### src/rtl/dom_gf16_inverter_pkg.sv
// GF(2^2) normal-basis arithmetic shared by the masked GF(2^4) inverter
// and its DOM multiplier.
package dom_gf16_inverter_pkg;

  localparam int GF16_W   = 4;
  localparam int GF4_W    = 2;
  localparam int LAT_BASE = 2;

  localparam logic [GF4_W-1:0] GF4_ZERO = 2'b00;
  localparam logic [GF4_W-1:0] GF4_ONE  = 2'b11;

  // Bilinear over GF(2), so it distributes across Boolean shares.
  function automatic logic [GF4_W-1:0] gf4_mul(input logic [GF4_W-1:0] a,
                                              input logic [GF4_W-1:0] b);
    logic t;
    t = (a[1] ^ a[0]) & (b[1] ^ b[0]);
    return {(a[1] & b[1]) ^ t, (a[0] & b[0]) ^ t};
  endfunction

  function automatic logic [GF4_W-1:0] gf4_sq_scl(input logic [GF4_W-1:0] i);
    return {i[1] ^ i[0], i[0]};
  endfunction

  function automatic logic [GF4_W-1:0] gf4_inv(input logic [GF4_W-1:0] i);
    return {i[0], i[1]};
  endfunction

endpackage

### src/rtl/dom_gf16_inverter_mul.sv
// Two-share DOM-indep GF(2^2) multiplier: inner and masked cross terms are
// registered, and the shares are recombined only after those registers.
module dom_gf4_mul
  import dom_gf16_inverter_pkg::*;
(
  input  logic             clk,
  input  logic             rst_n,
  input  logic [GF4_W-1:0] a_a,
  input  logic [GF4_W-1:0] a_b,
  input  logic [GF4_W-1:0] b_a,
  input  logic [GF4_W-1:0] b_b,
  input  logic [GF4_W-1:0] z,
  output logic [GF4_W-1:0] out_a,
  output logic [GF4_W-1:0] out_b
);

  logic [GF4_W-1:0] inner_a_q;
  logic [GF4_W-1:0] inner_b_q;
  logic [GF4_W-1:0] cross_ab_q;
  logic [GF4_W-1:0] cross_ba_q;

  // The same fresh mask z hides both cross terms; it cancels when the two
  // output shares are recombined downstream.
  always_ff @(posedge clk) begin
    if (!rst_n) begin
      inner_a_q  <= GF4_ZERO;
      inner_b_q  <= GF4_ZERO;
      cross_ab_q <= GF4_ZERO;
      cross_ba_q <= GF4_ZERO;
    end else begin
      inner_a_q  <= gf4_mul(a_a, b_a);
      inner_b_q  <= gf4_mul(a_b, b_b);
      cross_ab_q <= gf4_mul(a_a, b_b) ^ z;
      cross_ba_q <= gf4_mul(a_b, b_a) ^ z;
    end
  end

  assign out_a = inner_a_q ^ cross_ab_q;
  assign out_b = inner_b_q ^ cross_ba_q;

endmodule

### src/rtl/dom_gf16_inverter.sv
// Two-share DOM GF(2^4) inverter, 2-stage pipeline (3 with OUT_REG=1).
// in_valid/out_valid are pure qualifiers: no ready, no backpressure; an item is accepted on every rising edge where in_valid=1 and rst_n=1.
module dom_gf16_inverter
  import dom_gf16_inverter_pkg::*;
#(
  parameter int OUT_REG = 0
)(
  input  logic              clk,
  input  logic              rst_n,
  input  logic              in_valid,
  input  logic [GF16_W-1:0] in_a,
  input  logic [GF16_W-1:0] in_b,
  input  logic [GF4_W-1:0]  rand1,
  input  logic [GF4_W-1:0]  rand2,
  input  logic [GF4_W-1:0]  rand3,
  output logic              out_valid,
  output logic [GF16_W-1:0] out_a,
  output logic [GF16_W-1:0] out_b
);

  logic [GF4_W-1:0] xh_a, xl_a, xh_b, xl_b;
  logic [GF4_W-1:0] sq_a_q, sq_b_q;
  logic [GF4_W-1:0] xh_a_q, xl_a_q, xh_b_q, xl_b_q;
  logic [GF4_W-1:0] m1_a, m1_b, m2_a, m2_b, m3_a, m3_b;
  logic [GF4_W-1:0] theta_a, theta_b, ti_a, ti_b;
  logic [GF16_W-1:0] res_a, res_b;
  logic [LAT_BASE-1:0] vld_q;

  assign xh_a = in_a[3:2];
  assign xl_a = in_a[1:0];
  assign xh_b = in_b[3:2];
  assign xl_b = in_b[1:0];

  // Stage 1: M1 = xh*xl, plus per-domain square-scaled sums and operand copies.
  dom_gf4_mul u_m1 (
    .clk   (clk),
    .rst_n (rst_n),
    .a_a   (xh_a),
    .a_b   (xh_b),
    .b_a   (xl_a),
    .b_b   (xl_b),
    .z     (rand1),
    .out_a (m1_a),
    .out_b (m1_b)
  );

  always_ff @(posedge clk) begin
    if (!rst_n) begin
      sq_a_q <= GF4_ZERO;
      sq_b_q <= GF4_ZERO;
      xh_a_q <= GF4_ZERO;
      xl_a_q <= GF4_ZERO;
      xh_b_q <= GF4_ZERO;
      xl_b_q <= GF4_ZERO;
      vld_q  <= '0;
    end else begin
      sq_a_q <= gf4_sq_scl(xh_a ^ xl_a);
      sq_b_q <= gf4_sq_scl(xh_b ^ xl_b);
      xh_a_q <= xh_a;
      xl_a_q <= xl_a;
      xh_b_q <= xh_b;
      xl_b_q <= xl_b;
      vld_q  <= {vld_q[0], in_valid};
    end
  end

  // Sq-scaler and inversion are linear, so each domain handles its own share.
  assign theta_a = m1_a ^ sq_a_q;
  assign theta_b = m1_b ^ sq_b_q;
  assign ti_a    = gf4_inv(theta_a);
  assign ti_b    = gf4_inv(theta_b);

  // Stage 2: rand2/rand3 arrive one cycle after the item, aligned with R2 load.
  dom_gf4_mul u_m2 (
    .clk   (clk),
    .rst_n (rst_n),
    .a_a   (ti_a),
    .a_b   (ti_b),
    .b_a   (xl_a_q),
    .b_b   (xl_b_q),
    .z     (rand2),
    .out_a (m2_a),
    .out_b (m2_b)
  );

  dom_gf4_mul u_m3 (
    .clk   (clk),
    .rst_n (rst_n),
    .a_a   (ti_a),
    .a_b   (ti_b),
    .b_a   (xh_a_q),
    .b_b   (xh_b_q),
    .z     (rand3),
    .out_a (m3_a),
    .out_b (m3_b)
  );

  assign res_a = {m2_a, m3_a};
  assign res_b = {m2_b, m3_b};

  generate
    if (OUT_REG != 0) begin : g_out_reg
      logic [GF16_W-1:0] r3_a_q, r3_b_q;
      logic              r3_vld_q;

      always_ff @(posedge clk) begin
        if (!rst_n) begin
          r3_a_q   <= '0;
          r3_b_q   <= '0;
          r3_vld_q <= 1'b0;
        end else begin
          r3_a_q   <= res_a;
          r3_b_q   <= res_b;
          r3_vld_q <= vld_q[LAT_BASE-1];
        end
      end

      assign out_a     = r3_a_q;
      assign out_b     = r3_b_q;
      assign out_valid = r3_vld_q;
    end else begin : g_no_out_reg
      assign out_a     = res_a;
      assign out_b     = res_b;
      assign out_valid = vld_q[LAT_BASE-1];
    end
  endgenerate

endmodule

### config.mk
export PLATFORM = sky130hd
export DESIGN_NAME = dom_gf16_inverter
export DESIGN_NICKNAME = d
export VERILOG_FILES = /design/src/rtl/dom_gf16_inverter_pkg.sv /design/src/rtl/dom_gf16_inverter_mul.sv /design/src/rtl/dom_gf16_inverter.sv
export SDC_FILE = /design/constraint.sdc
export NUM_CORES = 1
export LEC_CHECK = 0
export CORE_MARGIN = 3
export CORE_UTILIZATION = 62
export DETAILED_ROUTE_END_ITERATION = 8
export DONT_BUFFER_PORTS = 1
export PLACE_DENSITY = 0.78
export SYNTH_ARGS = -nofsm -noshare
export SYNTH_HDL_FRONTEND = slang
export SYNTH_SLANG_ARGS = --single-unit
### constraint.sdc
create_clock -name clk -period 1.7 [get_ports clk]
set_input_delay 0 -clock clk [delete_from_list [all_inputs] [get_ports clk]]
set_output_delay 0 -clock clk [all_outputs]
set_load 0.1 [all_outputs]
* After elaboration in Yosys (flattened, before gate mapping) *
Cells that the tools add are included.

word-level totals
  register bits after elaboration = 38
  bits of input ports = 17
  output and inout port bits = 9
  word-level logic and storage cells = 107

operators by class
  bitwise logic cells = 88

operators with widths
  kind       number
  AND 1 bit  36
  XOR 1 bit  36
  XOR 2 bit  16

* Depth between registers and ports, before layout *
Gate-level depths: netlist (run 1).

  word-level depth = 6
  gate-level depth with buffers = 6
  depth with buffers taken out = 5

* By module *
From an unflattened synthesis (run 1), not the netlist that was laid out.

unflattened totals
  cell total of the unflattened synthesis = 228
  area total of the unflattened synthesis = 2179.6 sq um

modules (own cells, without submodules)
  module             instances  cells each  area an instance (sq um)  sequential area each (sq um)
  dom_gf4_mul        3          63          571.8                     160.2
  dom_gf16_inverter  1          39          464.2                     280.3

* Worst setup path after synthesis (run 1) *
Ideal clock, no wire load.

  path type = flip-flop to output port
  start = register u_m3.cross_ab_q[0]
  end = output port out_a[0]
  arrival = 1.735 ns
  data required time = 1.700 ns
  path slack = -0.035 ns
  cell stages (with the launch flop) = 2
  buffers on the path = 0
  path through = dfxtp_1 xor2_1

between the ends
  cells in the longest elaborated chain, start to end = 1

ends and longest elaborated chain
  item                    RTL line                     source
  start, declared         dom_gf16_inverter_mul.sv:19  logic [GF4_W-1:0] cross_ab_q;
  start signal, assigned  dom_gf16_inverter_mul.sv:33  cross_ab_q <= gf4_mul(a_a, b_b) ^ z;
  XOR 2 bit               dom_gf16_inverter_mul.sv:38  assign out_a = inner_a_q ^ cross_ab_q;
  end, declared           dom_gf16_inverter.sv:17      output logic [GF16_W-1:0] out_a,

Every way passes these cells.

* Worst setup path after layout (run 1) *
  start = register u_m1.cross_ba_q[1]
  end = register u_m3.cross_ba_q[1]

between the ends
  cells in the longest elaborated chain, start to end = 6

ends and longest elaborated chain
  item                    RTL line                     source
  start, declared         dom_gf16_inverter_mul.sv:20  logic [GF4_W-1:0] cross_ba_q;
  start signal, assigned  dom_gf16_inverter_mul.sv:34  cross_ba_q <= gf4_mul(a_b, b_a) ^ z;
  XOR 2 bit               dom_gf16_inverter_mul.sv:39  assign out_b = inner_b_q ^ cross_ba_q;
  XOR 2 bit               dom_gf16_inverter.sv:69      assign theta_b = m1_b ^ sq_b_q;
  XOR 1 bit               dom_gf16_inverter_pkg.sv:16  t = (a[1] ^ a[0]) & (b[1] ^ b[0]);
  AND 1 bit               dom_gf16_inverter_pkg.sv:16
  XOR 1 bit               dom_gf16_inverter_pkg.sv:17  return {(a[1] & b[1]) ^ t, (a[0] & b[0]) ^ t};
  XOR 2 bit               dom_gf16_inverter_mul.sv:34
  end signal, assigned    dom_gf16_inverter_mul.sv:34
  end, declared           dom_gf16_inverter_mul.sv:20

Every way passes these cells.
A chain may end at the register's enable or synchronous reset.

==> metrics.md, run 1 <==
| Metric | Value |
|---|---|
| Status | completed |
| Hold Crit Depth | 4 |
| Worst R2R End | u_m3.cross_ba_q[1] |
| Clock Pin Slew Worst Setup and Hold Paths | 0.10 ns |
| Register area share after synthesis | 38.3% |
| Total CTS buffers | 5 |
| FP Rows | 19 |
| Yosys cell types | 33 |
| Remaining antenna violation count after routing | 0 |
| CP max-delay cell | xnor3_2 |
| Worst-margin pin slew | 0.660 ns |
| Diode count | 0 |
| Via count | 1663 |
| Multiplexer share of the synthesized area | 7.68% |
| Die Ht | 62.6 um |
| Post-Syn Instances | 215 |
| HP Class | in -> reg |
| Final setup vio count | 0 |
| Most frequent cell after synthesis | dfxtp_1 |
| Maxcap violations | 0 |
| Fillers | 172 |
| Fraction of layout cells with a size suffix above 1 | 20.0% |
| Hold endpoint | u_m1.inner_a_q[1] |
| Clock sinks | 38 |
| Initial DRC count | 132 |
| Port-buffer cells | 0 |
| Worst r2r path cells | 5 |
| Dpl hpwl | 2930 um |
| Hold Startpoint | in_a[3] |
| Mapped Area | 0.00199 sq mm |
| Synth area leader | dfxtp_1 |
| Smallest hold slack | 0.0144 ns |
| Die ar. | 0.00392 sq mm |
| Post-Synth Adder-Cell Area | 2.52% |
| Final critical-path required period | 1.70 ns |
| Pre-antenna DRT Iters | 4 |
| Max Freq | 0.589 GHz |
| Clk Latency, worst-skew pair | 0.34 ns |
| Final Cycle Share | 99.9% |
| Finished Core Util | 86.2% |
| Kind of critical path | reg -> reg |
| GP Congestion | 0.847 |
| Starting Density | 68.5% |
| Pwr dens | 1100 mW/mm^2 |
| Post-synthesis to final-layout area growth | 25.8% |
| Ys Warns | 0 |
| First-pass GRT wire length | 7390 um |
| CP Max Fanout | 7 |
| FFs w/ async S/R, synth | 0% |
| Largest family of logic cells by synthesized area | XOR/XNOR gates |
| Syn Nets | 236 |
| GRT overflow | 0 |
| P_int | 0.00164 W |
| Commonest cells in the netlist | 38 x dfxtp_1, 25 x nor2_1, 24 x o21ai_0, 15 x a22oi_1, 14 x nand2_1 |
| DR vias/cell | 5.70 |
| Critical Path End Type | register |
| Synth Area in XOR/XNOR | 17.3% |
| Logic pwr share | 46.0% |
| Syn Area/Cell | 9.24 sq um |
| RR Startpoint | u_m1.cross_ba_q[1] |
| Die X | 62.6 um |
| I/O pin count | 26 |
| Tot Pwr | 0.00275 W |
| Ys flop type | dfxtp_1 |
| Routed Wire Length | 5000 um |
| RSZ-0062 raised after global routing | true |
| P_sw | 0.00112 W |
| Setup TNS | 0 ns |
| GRT Util Overall | 25.0% |
| CTS tree | done |
| Worst path buffer plus inverter count | 0 |
| EDFF count, synth | 0 |
| Initial antenna violation count | 0 |
| Clock skew | 0.0121 ns |
| Core Region | 0.00290 sq mm |
| Clock Tree Buf Depth | 2 |
| Area contributors post-synth | dfxtp_1 38%, mux2i_1 6.5%, o21ai_0 6.0%, a22oi_1 5.7%, xor2_1 5.3% |
| CP arrival | 1.92 ns |
| Fin nets | 271 |
| Vias in the first global route | 1500 |
| Max-slew headroom at the worst pin | 56.0% |
| Setup slack after layout | 0.00106 ns |
| Post-Synth Simple-Gate Area | 15.9% |
| Pre-CTS setup slack | 0.0136 ns |
| Sw Share | 40.5% |
| Largest net degree at the start of global routing | 22 |
| H-tree Lvls | 2 |
| Root Buffer | clkbuf_4 |
| Seq pwr share | 38.6% |
| Register-to-Register Setup Slack | 0.001 ns |
| LEAKAGE | 1.06 nW |
| Final Max Slew Viols | 0 |
| Critical-path cell list | xnor3_2, nand2b_2, o21ai_0, a22oi_1, mux2i_1 |
| Fin. Hold Viols | 0 |
| Startpoint types | register |
| Compound-Gate Fraction of Synth Area | 15.1% |
| Wirelength per Cell | 17.1 um |
| CP peak stage delay | 0.48 ns |
| Yosys top cell area share | 38.3% |
| Worst path top cell family by delay | XOR/XNOR gates |
| Max VDD drop | 1060 uV |
| Yosys reg bits | 38 |
| Clock share of power | 15.4% |
| Critical Path RT | 1.92 ns |
| DRC Markers | 0 |
## worst max-delay path by stage
stage / start / endpoint / cells after the start
3_5_place_dp: u_m1.cross_ab_q[1] / u_m2.cross_ab_q[0] / 5
4_1_cts: sq_a_q[1] / u_m2.cross_ab_q[0] / 5
2_1_floorplan: u_m1.cross_ab_q[1] / u_m2.cross_ab_q[0] / 5
5_1_grt: u_m1.cross_ba_q[1] / u_m2.cross_ba_q[1] / 5
6_report: u_m1.cross_ba_q[1] / u_m3.cross_ba_q[1] / 5
3_3_place_gp: u_m1.cross_ab_q[1] / u_m3.cross_ab_q[1] / 5
## placed cells by master (no fill, tap or decap), types with 2 or more instances in the layout
cell type      synthesis  layout
xor3_2                 1       2
xnor3_2                0       2
inv_1                  3       3
dlygate4sd3_1          0      23
nand2_1               14      12
dfxtp_1               38      36
o21a_1                 3       3
clkbuf_4               0       5
clkbuf_1              11       2
o21ai_1                0       3
buf_4                  0      17
o21ai_0               24      21
mux2_2                 2       2
nor3_1                 3       3
ha_1                   4       4
xnor2_1               11      11
nand2_2                0       2
xor2_1                12       4
and2_1                11      11
dfxtp_2                0       2
xor2_2                 0       8
nand2b_1               6       5
a22oi_1               15      14
nor2_1                25      25
mux2i_1               13      13
## cell families (layout without fill, tap and decap cells)
family                   count (synthesis)  after routing
AO/OA/AOI/OAI                           48             48
XOR/XNOR                                29             29
adder cells (fa/ha/maj)                  4              4
buffers and inverters                   16             51
flip-flops                              38             38
multiplexers                            15             15
AND/OR/NAND/NOR                         65             65
## power by group through the flow
| stage | registers, W | logic [W] | clock network, W |
|---|---|---|---|
| after floorplan | 0.00105 | 0.000895 | 0 |
| after global placement | 0.00107 | 0.00106 | 0 |
| after detailed placement | 0.00108 | 0.00108 | 0 |
| after CTS | 0.00106 | 0.00115 | 0.000427 |
| after global routing | 0.00107 | 0.00135 | 0.000486 |
| final | 0.00106 | 0.00127 | 0.000424 |
## routing by layer
metal / vias up / global-route usage [%] / part of all wire (%)
met5: - / 0 / 0
met4: 0 / 10.5 / 1.9
met3: 11 / 7.73 / 6.1
met2: 59 / 40.6 / 53
met1: 802 / 30.6 / 39
li1: 791 / - / -
## cell type report
class                   count  area, sq um  share of cell area [%]
clock buffers               7         45.0                    1.80
repair buffers             41          369                    14.8
flip-flops and latches     38          763                    30.5
inverters                   3         11.3                   0.451
multi-input cells         161         1260                    50.3
well taps                  42         52.6                    2.10
## metrics by stage
stage | cell area [sq um] | instances
global placement | 2150 | 257
global route | 2500 | 292
CTS | 2420 | 287
detailed placement | 2150 | 257
floorplan | 2050 | 215
finish | 2500 | 292
## tightest hold or removal path, cell delays in order
cell and delay, ns:
xnor2_1 0.09, nor2_1 0.06, xnor2_1 0.13, nor2_1 0.04
## timing repair
item / 4_1_cts / 5_1_grt
setup buffers: 1 / 4
gates resized for setup: 0 / 17
endpoints found under the setup margin: 1 / 9
hold buffers: 22 / 1
pin swaps: 2 / 8
endpoints found under the hold margin: 30 / 1
(Power assumes the default switching activity.)
==> run 2, diff against run 1 <==
- HOLD_SLACK_MARGIN: unset -> 0.15
- clock period: 1.7 -> 1.9 ns (I/O delays scaled with it)
==> run 2 against run 1 <==
Sequential share of layout area rose by 1.6 points. Wire length fell by 18%. Core utilization fell by 4.4 points. Die area did not move. Clock-buffer cell count did not move. Non-clock buffer count fell by 13. Sequential power fell by 11%. Power fell by 14%. Worst hold slack improved by 0.16 ns. Cell count fell by 4.1%.
==> metrics.md, run 2 (synthesized netlist as in run 1, its figures left out) <==
| Metric | Value |
|---|---|
| Status | completed |
| WL met2 | 2050 um (-23%) |
| Diode count | 0 (unchanged) |
| GP Congestion | 0.807 (-4.7%) |
| Starting Density | 68.5% (unchanged) |
| Commonest non-fill, non-tap cell in the layout | dfxtp_1 |
| Layout Cells excl Fill | 280 (-4.1%) |
| Maxcap violations | 0 (unchanged) |
| Dpl hpwl | 2790 um (-4.5%) |
| Fraction of layout cells with a size suffix above 1 | 15.1% (-4.9 points) |
| Worst path top cell family by delay | XOR/XNOR gates |
| LEAKAGE | 0.994 nW (-6.2%) |
| CTS tree | done |
| Fin nets | 258 (-4.8%) |
| Worst r2r path cells | 5 (unchanged) |
| Clock skew | 0.00391 ns (-0.00820 ns) |
| Total CTS buffers | 5 (unchanged) |
| CP arrival | 1.99 ns (+0.07 ns) |
| Final critical-path required period | 1.73 ns (+0.0286 ns) |
| Initial DRC count | 82 (-38%) |
| Clk Latency, worst-skew pair | 0.33 ns (about the same) |
| GRT Util Overall | 22.5% (-2.5 points) |
| Clock Pin Slew Worst Setup and Hold Paths | 0.11 ns (about the same) |
| Wl on met1 | 1770 um (-8.8%) |
| Vias in the first global route | 1537 (+2.5%) |
| DR vias/cell | 5.54 (-2.7%) |
| Critical Path End Type | register |
| Die X | 62.6 um (unchanged) |
| Crit path from | u_m1.cross_ab_q[1] |
| Die ar. | 0.00392 sq mm (unchanged) |
| Clock Tree Buf Depth | 2 (unchanged) |
| CP peak stage delay | 0.50 ns (+0.02 ns) |
| Hold Crit Depth | 5 (+1) |
| GRT overflow | 0 (unchanged) |
| Die Ht | 62.6 um (unchanged) |
| Fin. Hold Viols | 0 (unchanged) |
| Uppermost routed layer | met4 |
| Most frequent cells in the layout | 38 x dfxtp_1, 25 x nor2_1, 24 x o21ai_0, 19 x dlygate4sd3_1, 15 x a22oi_1 |
| Post-synthesis to final-layout area growth | 19.3% |
| Routed Wire Length | 4080 um (-18%) |
| Wirelength per Cell | 14.6 um (-15%) |
| Port-buffer cells | 0 (unchanged) |
| Final Max Slew Viols | 0 (unchanged) |
| Placed Instances | 253 (-1.6%) |
| Clock sinks | 38 (unchanged) |
| Final setup vio count | 0 (unchanged) |
| Remaining antenna violation count after routing | 0 (unchanged) |
| Final Cycle Share | 90.9% (-9.0 points) |
| Critical-path cell list | xor3_2, nand2_1, o21ai_0, a22oi_1, mux2i_1 |
| Register-to-Register Setup Slack | 0.17 ns (+0.17 ns) |
| Worst path buffer plus inverter count | 0 (unchanged) |
| Pwr dens | 1000 mW/mm^2 (-9.2%) |
| Worst-margin pin slew | 0.639 ns (-0.0213 ns) |
| Startpoint types | register |
| Setup TNS | 0 ns (unchanged) |
| Hold endpoint | u_m1.cross_ab_q[0] |
| First-pass GRT wire length | 7000 um (-5.3%) |
| FP Rows | 19 (unchanged) |
| HP Class | in -> reg |
| Max-slew headroom at the worst pin | 57.4% (+1.4 points) |
| Max Freq | 0.579 GHz (-1.7%) |
| DRC Markers | 0 (unchanged) |
| Largest net degree at the start of global routing | 22 (unchanged) |
| I/O pin count | 26 (unchanged) |
| H-tree Lvls | 2 (unchanged) |
| RSZ-0062 raised after global routing | false |
| Met3 routed WL | 213 um (-30%) |
| Initial antenna violation count | 0 (unchanged) |
| Smallest hold slack | 0.175 ns (+0.161 ns) |
| Critical Path RT | 2.16 ns (+0.24 ns) |
| RR Startpoint | u_m1.cross_ab_q[1] |
| Postcts setup bufs | 0 (-1) |
| Fillers | 192 (+12%) |
| CP Max Fanout | 7 (unchanged) |
| Core Region | 0.00290 sq mm (unchanged) |
| Pre-antenna DRT Iters | 4 (unchanged) |
| Worst R2R End | u_m3.cross_ab_q[1] |
| Kind of critical path | reg -> reg |
| Max VDD drop | 767 uV (-28%) |
| Via count | 1552 (-6.7%) |
| Hold Startpoint | in_b[0] |
| Root Buffer | clkbuf_4 |
| CP max-delay cell | xor3_2 |
==> run 2: changes by cell type in the layout (fill, tap and decap cells not counted), moves of 2 or more <==
cell           change
dlygate4sd3_1      -4
nand2_2            -2
buf_4              -8
o21ai_0            +3
dfxtp_1            +2
o21ai_1            -3
dfxtp_2            -2
nand2_1            +2
==> run 2: repair_timing <==
item                       CTS  global route
hold endpoints to repair    38             0
gates resized for setup      0             3
hold buffers                19             0
setup endpoints to repair    0             2
==> run 2: layer usage <==
layer  GRT usage [%]  up-vias
met4            6.61        0
met2            38.3       47
met3            5.76        6
met1            28.0      730
met5               0        -
li1                -      769
==> run 2: stage by stage <==
stage | instance area (sq um) | utilization, % | setup WS [ns] | total power, W
3_3_place_gp | 2120 | 73.0 | 0.170 | 0.00187
2_1_floorplan | 1990 | - | 0.165 | 0.00172
4_1_cts | 2370 | 81.6 | 0.0892 | 0.00237
5_1_grt | 2370 | 81.7 | 0.0343 | 0.00251
3_5_place_dp | 2120 | 73.0 | 0.108 | 0.00189
6_report | 2370 | 81.7 | 0.172 | 0.00237
==> run 2: power breakdown <==
group / internal (W) / switching, W / leakage, nW / total (W)
logic: 0.000356 / 0.000639 / 0.643 / 0.000995
clock network: 0.000179 / 0.000252 / 0.0353 / 0.000432
registers: 0.000876 / 0.0000667 / 0.315 / 0.000943
total: 0.00141 / 0.000958 / 0.994 / 0.00237
==> run 2: tightest hold or removal path, stage by stage <==
cell	delay, ns
nand2b_1	0.09
xnor2_1	0.11
a21oi_1	0.08
xor2_1	0.14
nor2_1	0.06
==> run 2: worst max-delay path by stage <==
stage	endpoint	cells past startpoint	slack, ns
final	u_m3.cross_ab_q[1]	5	0.17
after global routing	u_m3.cross_ba_q[0]	5	0.03
after CTS	u_m3.cross_ab_q[1]	5	0.09
after detailed placement	u_m3.cross_ab_q[1]	5	0.11
after global placement	u_m2.cross_ab_q[1]	5	0.17
after floorplan	out_a[0]	1	0.16
==> run 2: area by class of cell <==
cell class | instances | area [sq um] | area share, %
tap | 42 | 52.6 | 2.22
timing repair buffer | 28 | 258 | 10.9
clock inverter | 1 | 5.00 | 0.211
clock buffer | 7 | 55.1 | 2.32
multi-input combinational | 161 | 1230 | 51.8
sequential | 38 | 761 | 32.1
inverter | 3 | 11.3 | 0.475
